[src/rtl/eu_speriph_plug_arbiter.sv]
// Round-robin merge of NB_PLUGS peripheral plugs onto the event-unit slave port, with a
// grant-order FIFO steering responses back. Optional conflict counter: EU_PLUG_ARB_STATS_EN.
module eu_speriph_plug_arbiter #(
    parameter int NB_PLUGS  = 2,
    parameter int ID_WIDTH  = 5,
    parameter int MAX_OUTST = 2
) (
    input  logic                               clk_i,
    input  logic                               rst_i,
    input  logic [NB_PLUGS-1:0]                s_req_i,
    input  logic [NB_PLUGS-1:0][31:0]          s_add_i,
    input  logic [NB_PLUGS-1:0]                s_wen_i,
    input  logic [NB_PLUGS-1:0][31:0]          s_wdata_i,
    input  logic [NB_PLUGS-1:0][3:0]           s_be_i,
    input  logic [NB_PLUGS-1:0][ID_WIDTH-1:0]  s_id_i,
    output logic [NB_PLUGS-1:0]                s_gnt_o,
    output logic [NB_PLUGS-1:0]                s_r_valid_o,
    output logic [NB_PLUGS-1:0]                s_r_opc_o,
    output logic [NB_PLUGS-1:0][ID_WIDTH-1:0]  s_r_id_o,
    output logic [NB_PLUGS-1:0][31:0]          s_r_rdata_o,
    output logic                               m_req_o,
    output logic [31:0]                        m_add_o,
    output logic                               m_wen_o,
    output logic [31:0]                        m_wdata_o,
    output logic [3:0]                         m_be_o,
    output logic [ID_WIDTH-1:0]                m_id_o,
    input  logic                               m_gnt_i,
    input  logic                               m_r_valid_i,
    input  logic                               m_r_opc_i,
    input  logic [ID_WIDTH-1:0]                m_r_id_i,
    input  logic [31:0]                        m_r_rdata_i,
    output logic                               orphan_rsp_o
`ifdef EU_PLUG_ARB_STATS_EN
    ,
    output logic [31:0]                        conflict_cnt_o
`endif
);

    localparam int IW = (NB_PLUGS > 1) ? $clog2(NB_PLUGS) : 1;
    localparam int PW = (MAX_OUTST > 1) ? $clog2(MAX_OUTST) : 1;
    localparam int OW = $clog2(MAX_OUTST + 1);

    logic [IW-1:0] r_rrPtr;
    logic          r_locked;
    logic [IW-1:0] r_lockIdx;
    logic [IW-1:0] r_fifo [MAX_OUTST];
    logic [PW-1:0] r_wrPtr;
    logic [PW-1:0] r_rdPtr;
    logic [OW-1:0] r_occ;
    logic          r_orphan;

    logic [IW-1:0] w_winner;
    logic          w_found;
    logic          w_full;
    logic          w_empty;
    logic          w_push;
    logic          w_pop;

    // A plug left waiting on m_gnt_i stays locked as winner so a newly raised
    // request ahead of it in round-robin order cannot steal the slot.
    always_comb begin
        w_winner = r_rrPtr;
        w_found  = 1'b0;
        for (int k = 0; k < NB_PLUGS; k++) begin
            automatic int idx = (int'(r_rrPtr) + k) % NB_PLUGS;
            if (!w_found && s_req_i[idx]) begin
                w_winner = IW'(idx);
                w_found  = 1'b1;
            end
        end
        if (r_locked && s_req_i[r_lockIdx]) begin
            w_winner = r_lockIdx;
        end
    end

    // A response arriving while full frees a slot in the same cycle, so push is allowed.
    assign w_full  = (r_occ == OW'(MAX_OUTST));
    assign w_empty = (r_occ == '0);
    assign w_pop   = m_r_valid_i & ~w_empty;
    assign m_req_o = (|s_req_i) & (~w_full | m_r_valid_i);
    assign w_push  = m_req_o & m_gnt_i;

    assign m_add_o   = s_add_i[w_winner];
    assign m_wen_o   = s_wen_i[w_winner];
    assign m_wdata_o = s_wdata_i[w_winner];
    assign m_be_o    = s_be_i[w_winner];
    assign m_id_o    = s_id_i[w_winner];

    assign s_r_opc_o   = {NB_PLUGS{m_r_opc_i}};
    assign s_r_id_o    = {NB_PLUGS{m_r_id_i}};
    assign s_r_rdata_o = {NB_PLUGS{m_r_rdata_i}};
    assign orphan_rsp_o = r_orphan;

    always_comb begin
        s_gnt_o     = '0;
        s_r_valid_o = '0;
        if (w_push) begin
            s_gnt_o[w_winner] = 1'b1;
        end
        if (w_pop) begin
            s_r_valid_o[r_fifo[r_rdPtr]] = 1'b1;
        end
    end

    always_ff @(posedge clk_i) begin
        if (rst_i) begin
            r_rrPtr   <= '0;
            r_locked  <= 1'b0;
            r_lockIdx <= '0;
        end else if (w_push) begin
            r_rrPtr  <= (w_winner == IW'(NB_PLUGS - 1)) ? '0 : w_winner + 1'b1;
            r_locked <= 1'b0;
        end else if (m_req_o) begin
            r_locked  <= 1'b1;
            r_lockIdx <= w_winner;
        end
    end

    always_ff @(posedge clk_i) begin
        if (w_push) begin
            r_fifo[r_wrPtr] <= w_winner;
        end
    end

    always_ff @(posedge clk_i) begin
        if (rst_i) begin
            r_wrPtr  <= '0;
            r_rdPtr  <= '0;
            r_occ    <= '0;
            r_orphan <= 1'b0;
        end else begin
            if (w_push) begin
                r_wrPtr <= (r_wrPtr == PW'(MAX_OUTST - 1)) ? '0 : r_wrPtr + 1'b1;
            end
            if (w_pop) begin
                r_rdPtr <= (r_rdPtr == PW'(MAX_OUTST - 1)) ? '0 : r_rdPtr + 1'b1;
            end
            if (w_push && !w_pop) begin
                r_occ <= r_occ + 1'b1;
            end else if (w_pop && !w_push) begin
                r_occ <= r_occ - 1'b1;
            end
            if (m_r_valid_i && w_empty) begin
                r_orphan <= 1'b1;
            end
        end
    end

`ifdef EU_PLUG_ARB_STATS_EN
    logic [31:0] r_conflictCnt;

    always_ff @(posedge clk_i) begin
        if (rst_i) begin
            r_conflictCnt <= '0;
        end else if (($countones(s_req_i) >= 2) && (r_conflictCnt != 32'hFFFF_FFFF)) begin
            r_conflictCnt <= r_conflictCnt + 32'd1;
        end
    end

    assign conflict_cnt_o = r_conflictCnt;
`endif

endmodule

[config.mk]
export PLATFORM = sky130hd
export DESIGN_NAME = eu_speriph_plug_arbiter
export DESIGN_NICKNAME = d
export VERILOG_FILES = /design/src/rtl/eu_speriph_plug_arbiter.sv
export SDC_FILE = /design/constraint.sdc
export NUM_CORES = 1
export LEC_CHECK = 0
export BUFFER_PORTS_ARGS = -buffer_cell sky130_fd_sc_hd__buf_2
export CAP_MARGIN = 20
export CORE_AREA = 3 3 136 138
export DETAILED_ROUTE_END_ITERATION = 10
export DIE_AREA = 0 0 139 141
export HOLD_SLACK_MARGIN = 0.05
export SLEW_MARGIN = 0
export SYNTH_ARGS = -nofsm -noshare
export SYNTH_HDL_FRONTEND = slang
export SYNTH_SLANG_ARGS = --single-unit
[constraint.sdc]
create_clock -name clk_i -period 3.8 [get_ports clk_i]
set_clock_uncertainty 0.2 [all_clocks]
set_input_delay 0.38 -clock clk_i [delete_from_list [all_inputs] [get_ports clk_i]]
set_output_delay 0.38 -clock clk_i [all_outputs]
set_load 0.03 [all_outputs]
After elaboration in Yosys (flattened, before gate mapping)
Memories as Yosys holds them, arrays and structs flattened. A register that Yosys moved wholly into a read port is not among the register bits.
Index checks and enable logic that the tools add are counted.
- flip-flop bits (word level): 8
- bits in writable memories: 2
- bits of input ports: 192
- output and inout bits: 156
- memories kept: 1
- $add $sub $neg: 6
- magnitude comparators: 7
- equality and inequality tests: 1
- multiplexer cells: 35
- bitwise gates (word level): 8
- reduce and logical (&&, ||, !) cells: 15
- memory list (memory ; words ; bits a word ; rd ports ; clocked after Yosys merged registers in ; write ports ; line ; text):
    r_fifo ; 2 ; 1 ; 1 ; 1 ; 1 ; 46 ; logic [IW-1:0] r_fifo [MAX_OUTST];
- operators with widths (cell ; number):
    $mux 32 ; 4
    $mux 1 ; 21
    $mux 5 ; 2
    $lt 1x2->1 const B ; 4
    $mux 2 ; 4
    $mux 4 ; 2
    $logic_and 1x1->1 ; 7
    $add 1x1->1 const B ; 4
    $reduce_or 2->1 ; 2
    $and 1x1->1 ; 3
    $logic_not 1->1 ; 3
    $lt 2x3->1 const B ; 1
    $not 1->1 ; 3
    $add 2x1->2 const B ; 1
    $demux 1 s1 ; 2
    $eq 2x2->1 const B ; 1
    $ge 1x1->1 const B ; 2
    $logic_not 2->1 ; 1
    $reduce_and 2->1 ; 1
    $reduce_bool 2->1 ; 1
    $sub 2x1->2 const B ; 1
    $and 1x1->1 const A ; 1
    $or 1x1->1 ; 1

Depth between registers and ports, before layout
Gate-level depths: netlist (run 1).
- word-level depth: 13
- mapped depth: 8

Least setup slack after synthesis (run 1)
Ideal clock, no wire load.
- path kind: reg2reg
- from: reg r_occ[0]
- to: reg r_occ[1]
- library setup time: 71 ps
- arrival: 1843 ps
- required time: 3529 ps
- path slack: 1686 ps
- stages on the path, launching flop included: 8
- path through: dfxtp_1 > nor3b_2 > nor2_2 > nand2_1 > clkinv_1 > ha_1 > or3_1 > a21oi_1
- longest elaborated chain between the ends: 8
- elaborated cells on any way between the ends: 17
- RTL lines (element ; line ; text):
    from (decl) ; 49 ; logic [OW-1:0] r_occ;
    from (signal assigned) ; 139 ; r_occ <= r_occ + 1'b1;
    from (signal assigned) ; 141 ; r_occ <= r_occ - 1'b1;
    $eq 2x2->1 (*) ; 77 ; assign w_full = (r_occ == OW'(MAX_OUTST));
    $not 1->1 (*) ; 80 ; assign m_req_o = (|s_req_i) & (~w_full | m_r_valid_i);
    $or 1x1->1 (*) ; 80 ;
    $and 1x1->1 (*) ; 80 ;
    net m_req_o ; 21 ; output logic m_req_o,
    $and 1x1->1 (*) ; 81 ; assign w_push = m_req_o & m_gnt_i;
    net w_push ; 56 ; logic w_push;
    $logic_not 1->1 ; 140 ; end else if (w_pop && !w_push) begin
    $logic_and 1x1->1 ; 140 ;
    $reduce_bool 2->1 (no source line) ; n/a ;
The timed path passes the listed nets; every way through them passes the cells marked *. The select of a mux whose other input is x is not followed.
A chain may end at the register's enable or synchronous reset.

Worst setup path in the final report (run 1)
- from: reg r_locked
- to: out m_wdata_o[26]
- longest elaborated chain between the ends: 4
- RTL lines (element ; line ; text):
    from (decl) ; 44 ; logic r_locked;
    from (signal assigned) ; 108 ; r_locked <= 1'b0;
    from (signal assigned) ; 112 ; r_locked <= 1'b0;
    from (signal assigned) ; 114 ; r_locked <= 1'b1;
    $logic_and 1x1->1 ; 71 ; if (r_locked && s_req_i[r_lockIdx]) begin
    $mux 1 ; 71 ;
    $mux 32 (not written as such) (2 in series) ; 85 ; assign m_wdata_o = s_wdata_i[w_winner];
    to (decl) ; 24 ; output logic [31:0] m_wdata_o,
Every way passes these cells. The select of a mux whose other input is x is not followed.

==> results of run 1 <==
cell families (layout without fill, tap and decap cells):
family,count (synthesis),after routing,synth area share
buffers and inverters,88,241,0.3286
flip-flops,11,11,0.1237
AO/OA/AOI/OAI,10,10,0.03350
XOR/XNOR,4,4,0.01804
adder cells (fa/ha/maj),1,1,0.006442
multiplexers,75,75,0.4343
AND/OR/NAND/NOR,22,22,0.05542
worst register-to-register path, cell delays in order, from the launching register on:
cell and delay, ns:
dfxtp_1 0.35, nor3b_2 0.28, nor2_2 0.10, nand2_1 0.12, clkinv_1 0.24, ha_1 0.40, or3_1 0.37, a21oi_1 0.14
placed cells by master, fill, tap and decap left out:
cell	n
dfxtp_1	9
clkbuf_16	3
buf_2	233
mux2_1	5
or3_1	1
inv_1	2
nor3b_2	1
buf_12	1
nand2b_1	1
a21oi_4	1
a21oi_1	3
o21ai_1	1
a211oi_1	1
ha_1	1
mux2i_1	1
xnor2_1	1
clkbuf_1	1
nor2b_1	1
nor2_2	1
edfxtp_1	2
nor3_1	1
mux2_2	69
xor2_1	3
clkinv_1	1
o311a_1	1
a31o_2	1
nand2_1	1
nor2_1	13
o21ai_0	2
and2_1	2
worst min-delay path by stage:
stage          slack (ns)         start           end  depth (start not counted)
2_1_floorplan        0.27       r_rdPtr          flop                          2
3_3_place_gp         0.24  orphan_rsp_o  orphan_rsp_o                          2
3_5_place_dp         0.26  orphan_rsp_o  orphan_rsp_o                          2
4_1_cts              0.21   m_r_valid_i  orphan_rsp_o                          3
5_1_grt              0.24   m_r_valid_i  orphan_rsp_o                          3
6_report             0.21   m_r_valid_i  orphan_rsp_o                          3
final cells by class:
cell class / count / area (um2) / area share
clock buffer: 4 / 78.83 / 0.02747
inverter: 3 / 11.26 / 0.003925
multi-input combinational: 112 / 1071 / 0.3733
sequential: 11 / 240.2 / 0.08373
tap: 225 / 281.5 / 0.09812
timing repair buffer: 234 / 1186 / 0.4134
registers in the layout, indices dropped and copies added, names as in the netlist, named ones only:
name	count
orphan_rsp_o	1
r_fifo	2
r_lockIdx	1
r_locked	1
r_occ	2
r_rdPtr	1
r_rrPtr	1
r_wrPtr	1
power groups by stage:
stage                     sequential [uW]  combinational [uW]  clock, uW
final                                 176                 716        191
after global routing                  181                 765        203
after CTS                             177                 726        198
after detailed placement              179                 723          0
after global placement                178                 719          0
after floorplan                       177                 656          0
metal layers:
metal / GRT usage / share of wire / up-vias
met4: 0.03450 / 0.044 / 0
met1: 0.06530 / 0.33 / 847
met5: 0 / 0 / -
li1: - / - / 951
met3: 0.01594 / 0.11 / 27
met2: 0.1135 / 0.51 / 156
through the flow:
| stage | hold slack, ns | util | cells |
|---|---|---|---|
| 4_1_cts | 0.2093 | 0.1659 | 589 |
| 3_5_place_dp | 0.2562 | 0.1613 | 585 |
| 6_report | 0.2110 | 0.1659 | 589 |
| 5_1_grt | 0.2381 | 0.1659 | 589 |
| 3_3_place_gp | 0.2440 | 0.1613 | 585 |
| 2_1_floorplan | 0.2725 | - | 211 |
==> flow_summary.ini, run 1 <==
[yosys]
synthFlopType = dfxtp_1
synth_area_leaders = mux2_2 (40%), buf_4 (29%), dfxtp_1 (9.3%)
syn_area_um2 = 1942
synth_common_cells = buf_4 (76), mux2_2 (69), nor2_1 (13)
yosys.area.top_type_share = 0.4001
syn_inst = 211
synth_cell_type_count = 30
synth-async-reset-ratio = 0
ys_warn_count = 0
synth_edf_count = 2
yosysMostFrequentCell = buf_4
synth-seq-area-share = 0.1237
syn_area_per_cell_um2 = 9.203
ys_ff_latch = 11
synth_largest_area_cell = mux2_2
syn-num-nets = 404

[floorplan]
rows = 48
core-area_um2 = 17300
die-area_um2 = 19600
initial_core_util = 0.1123
fp.dieH_um = 141
ios = 348
fp.dieW_um = 139

[setup_path]
r2r_slack_ns = 1.52
start_kind = flop
cp_num_buf_inv = 2
rr_worst_depth = 7
rr_startpoint = r_occ[0]
path_class = reg2out
crit_end = m_wdata_o[26]
r2r-end = r_occ[1]
cp_cell_sequence = nand2b_1, a21oi_1, a21oi_4, buf_12, mux2_2, buf_2
arrival_ns = 2.21
max_stage_delay_ns = 0.41
cp_top_family = buffers and inverters
critPathSlowestCell = mux2_2
path_depth = 6
end_kind = primary output
cp_data_required_time_ns = 3.22
path_max_fanout = 70
critPathLaunch = r_locked

[global_route]
grt_max_degree = 71
grt_pass1_wl_mm = 9.763
gr-usage-all-layers = 0.06226
antenna_found_initial = 0
overflow = 0
grt_pass1_vias = 1895

[sta]
fin_crit_ns = 2.794
setup_violations = 0
max_slew_margin = 0.6719
rsz0062_at_grt = no
tns_ns = 0
hold_violations = 0
fin_crit_sh = 0.7353
worstMarginPinSlew_ns = 0.4870
fin_ws_ns = 1.006
finalMaxSlewViolations = 0
fmax_mhz = 357.9

[cells_and_area]
nNetsFinal = 558
final_layout_size_suffix_gt1_frac = 0.8516
nFillCells = 1953
antenna_cells = 0
synthToLayoutAreaGrowth_pct = 47.74
postLayoutCellArea_um2 = 2869

[power_and_ir_drop]
p_leak_uw = 0.001448
finalPower_uw = 1083
clkPwrFrac = 0.177
ir_drop_mv = 0.1827
switchingPower_uw = 501.0
power_density_nw_per_um2 = 377.6
p_comb_frac = 0.661
p_int_uw = 582.4
swShare = 0.4625
seqPwrFrac = 0.162

[route]
dr.pass1.iters = 4
vias_per_cell = 3.363
avgRoutedWirePerCell_um = 12.05
drtAntennaViolNets = 0
via_count = 1981
post-route-drc-count = 0
drt_wl_total_mm = 7.098
drt_iter0_markers = 49

[run]
max-cap-violations = 0

[placed_design]
dp_slack_ns = 1.155
place.gp.congestion = 0.7327
place_hpwl_mm = 6.224
portBuffers = 233
place_area_um2 = 2790

[clocking]
numCtsBuffers = 3
cts_hold_buf = 0
clkTransAtPathRegs_ns = 0.04
cts_resized = 0
clockBufferDepth = 2
h-tree-depth = 1
cts_sinks = 11
cts_tree = yes
cts-root-buf = clkbuf_16
post-cts-setup-buffer-count = 0
clkLatencyLatePin_ns = 0.24

[outcome]
status = finished, final reports clean

[hold_path]
min_path_type = in2reg
(Power assumes the default switching activity.)
==> inputs of run 2 (changes only) <==
--- a/config.mk
+++ b/config.mk
@@ -5,11 +5,12 @@
 export SDC_FILE = /design/constraint.sdc
 export NUM_CORES = 1
 export LEC_CHECK = 0
+export ABC_AREA = 1
 export BUFFER_PORTS_ARGS = -buffer_cell sky130_fd_sc_hd__buf_2
 export CAP_MARGIN = 20
-export CORE_AREA = 3 3 136 138
+export CORE_AREA = 3 3 133 135
 export DETAILED_ROUTE_END_ITERATION = 10
-export DIE_AREA = 0 0 139 141
+export DIE_AREA = 0 0 136 138
 export HOLD_SLACK_MARGIN = 0.05
 export SLEW_MARGIN = 0
 export SYNTH_ARGS = -nofsm -noshare
==> constraint.sdc (replaced) <==
create_clock -name clk_i -period 2.3 [get_ports clk_i]
set_clock_uncertainty 0.2 [all_clocks]
set_input_delay 0.23 -clock clk_i [delete_from_list [all_inputs] [get_ports clk_i]]
set_output_delay 0.23 -clock clk_i [all_outputs]
set_load 0.03 [all_outputs]
==> flow_summary.ini, run 2 <==
[outcome]
status = finished, final reports clean

[route]
drt_wl_total_mm = 8.215
dr.pass1.iters = 4
post-route-drc-count = 0
avgRoutedWirePerCell_um = 10.68
vias_per_cell = 3.515
drt_iter0_markers = 118
drtAntennaViolNets = 0
via_count = 2703

[yosys]
ys_warn_count = 0
synth_cell_type_count = 18
synth-seq-area-share = 0.1146
syn-num-nets = 592
yosysMostFrequentCell = nand2_1
synth_largest_area_cell = nand2_1
syn_area_per_cell_um2 = 5.253
synth_edf_count = 2
synthFlopType = dfxtp_1
synth-async-reset-ratio = 0
syn_inst = 399
syn_area_um2 = 2096
ys_ff_latch = 11
yosys.area.top_type_share = 0.4442
synth_common_cells = nand2_1 (248), buf_4 (78), inv_1 (17)
synth_area_leaders = nand2_1 (44%), buf_4 (28%), dfxtp_1 (8.6%)

[global_route]
use_met3 = 0.02980
busiest_layer = met2
use_met1 = 0.07699
gr-usage-all-layers = 0.07816
grt_pass1_vias = 2463
grt_pass1_wl_mm = 12.11
antenna_found_initial = 0
use_met2 = 0.1536
grt_max_degree = 43
overflow = 0

[clocking]
h-tree-depth = 1
cts_resized = 0
cts_tree = yes
cts-root-buf = clkbuf_16
clkLatencyLatePin_ns = 0.24
post-cts-setup-buffer-count = 0
cts_sinks = 11
clockBufferDepth = 2
cts_hold_buf = 1
clkTransAtPathRegs_ns = 0.04
numCtsBuffers = 3

[power_and_ir_drop]
ir_drop_mv = 0.2788
power_density_nw_per_um2 = 567.3
p_leak_uw = 0.001968

[hold_path]
hold_path.startpoint = m_r_valid_i
min_path_type = in2reg
min_delay_path_depth = 3
worst_hold_path.endpoint = orphan_rsp_o

[cells_and_area]
final_common_cell = nand2_1
nNetsFinal = 743
fin_cells = 769
antenna_cells = 0
largestRegisters = r_fifo (2), r_occ (2)
synthToLayoutAreaGrowth_pct = 41.97
final_cell_mix = nand2_1 (248), buf_2 (233), inv_1 (17)
final_layout_size_suffix_gt1_frac = 0.4463

[setup_path]
path_max_fanout = 36
start_kind = flop
cp_data_required_time_ns = 1.87
end_kind = primary output
rr_worst_depth = 10
arrival_ns = 1.60
r2r_slack_ns = 0.61
rr_startpoint = r_occ[0]
r2r-end = r_occ[1]
path_class = reg2out

[sta]
max_slew_margin = 0.7199
hold_violations = 0
whs_ns = 0.08716
rsz0062_at_grt = no
tns_ns = 0
worstMarginPinSlew_ns = 0.4173
fmax_mhz = 491.9
fin_crit_sh = 0.8838
fin_crit_ns = 2.033
finalMaxSlewViolations = 0
setup_violations = 0

[floorplan]
fp.dieW_um = 136
ios = 348
fp.dieH_um = 138
rows = 47
initial_core_util = 0.1264
die-area_um2 = 18770
core-area_um2 = 16580

[placed_design]
place.gp.congestion = 0.7247
place_hpwl_mm = 7.058
portBuffers = 233
post-place-cells = 764

[run]
max-cap-violations = 0
## run 2: changes by cell type after synthesis, moves of 2 or more
| cell | delta |
|---|---|
| nand2_2 | +2 |
| xor2_1 | -3 |
| and2_1 | -2 |
| buf_4 | +2 |
| inv_1 | +15 |
| inv_2 | +2 |
| buf_6 | +6 |
| nand3_1 | +3 |
| mux2_1 | -5 |
| mux2_2 | -69 |
| nand2_1 | +247 |
## run 2: final cells by class
| type | instances | area, um2 |
|---|---|---|
| fill | 1939 | 13610 |
| timing repair buffer | 238 | 1231 |
| multi-input combinational | 277 | 1079 |
| tap | 220 | 275.3 |
| sequential | 11 | 240.2 |
| clock buffer | 4 | 78.83 |
| inverter | 19 | 71.32 |
## run 2: critical path, stage by stage (launching register included)
cell	delay, ns
dfxtp_1	0.32
inv_2	0.06
nand2_1	0.05
nand2_1	0.05
nand2_1	0.05
nand2_2	0.08
buf_4	0.34
nand2_1	0.09
nand2_1	0.09
buf_2	0.20
## run 2: routing by layer
metal	share of wire	vias up
li1	-	1405
met2	0.51	177
met5	0	-
met3	0.12	24
met1	0.35	1097
met4	0.018	0
## run 2: report_power, final
part | leakage [uW] | internal (uW) | switching [uW]
Clock | 0.0000382 | 232 | 82.3
Sequential | 0.0000934 | 230 | 18.6
Combinational | 0.00184 | 356 | 768
Total | 0.00197 | 819 | 869
## run 2: cells by family (layout without fill, tap and decap cells)
family	count (synthesis)	count (layout)	share of synthesized area
AND/OR/NAND/NOR	267	267	0.4866
buffers and inverters	111	261	0.3707
adder cells (fa/ha/maj)	1	1	0.005969
AO/OA/AOI/OAI	9	9	0.02209
flip-flops	11	11	0.1146
## run 2: metrics by stage
stage	instance area (um2)	total power [uW]	util	worst slack [ns]
after global placement	2887	1381	0.1741	0.5005
after detailed placement	2887	1393	0.1741	0.4483
after CTS	2975	1715	0.1794	0.1981
after global routing	2975	1828	0.1794	0.08431
after floorplan	2096	1271	-	0.6995
final	2975	1688	0.1794	0.2672
## run 2: worst max-delay path by stage
stage,from,endpoint,cells past startpoint
2_1_floorplan,r_locked,s_gnt_o[0],7
3_3_place_gp,r_locked,m_wdata_o[2],9
3_5_place_dp,s_req_i[1],m_wdata_o[2],9
4_1_cts,r_locked,m_wdata_o[2],9
5_1_grt,r_locked,m_wdata_o[2],9
6_report,r_locked,m_wdata_o[2],9
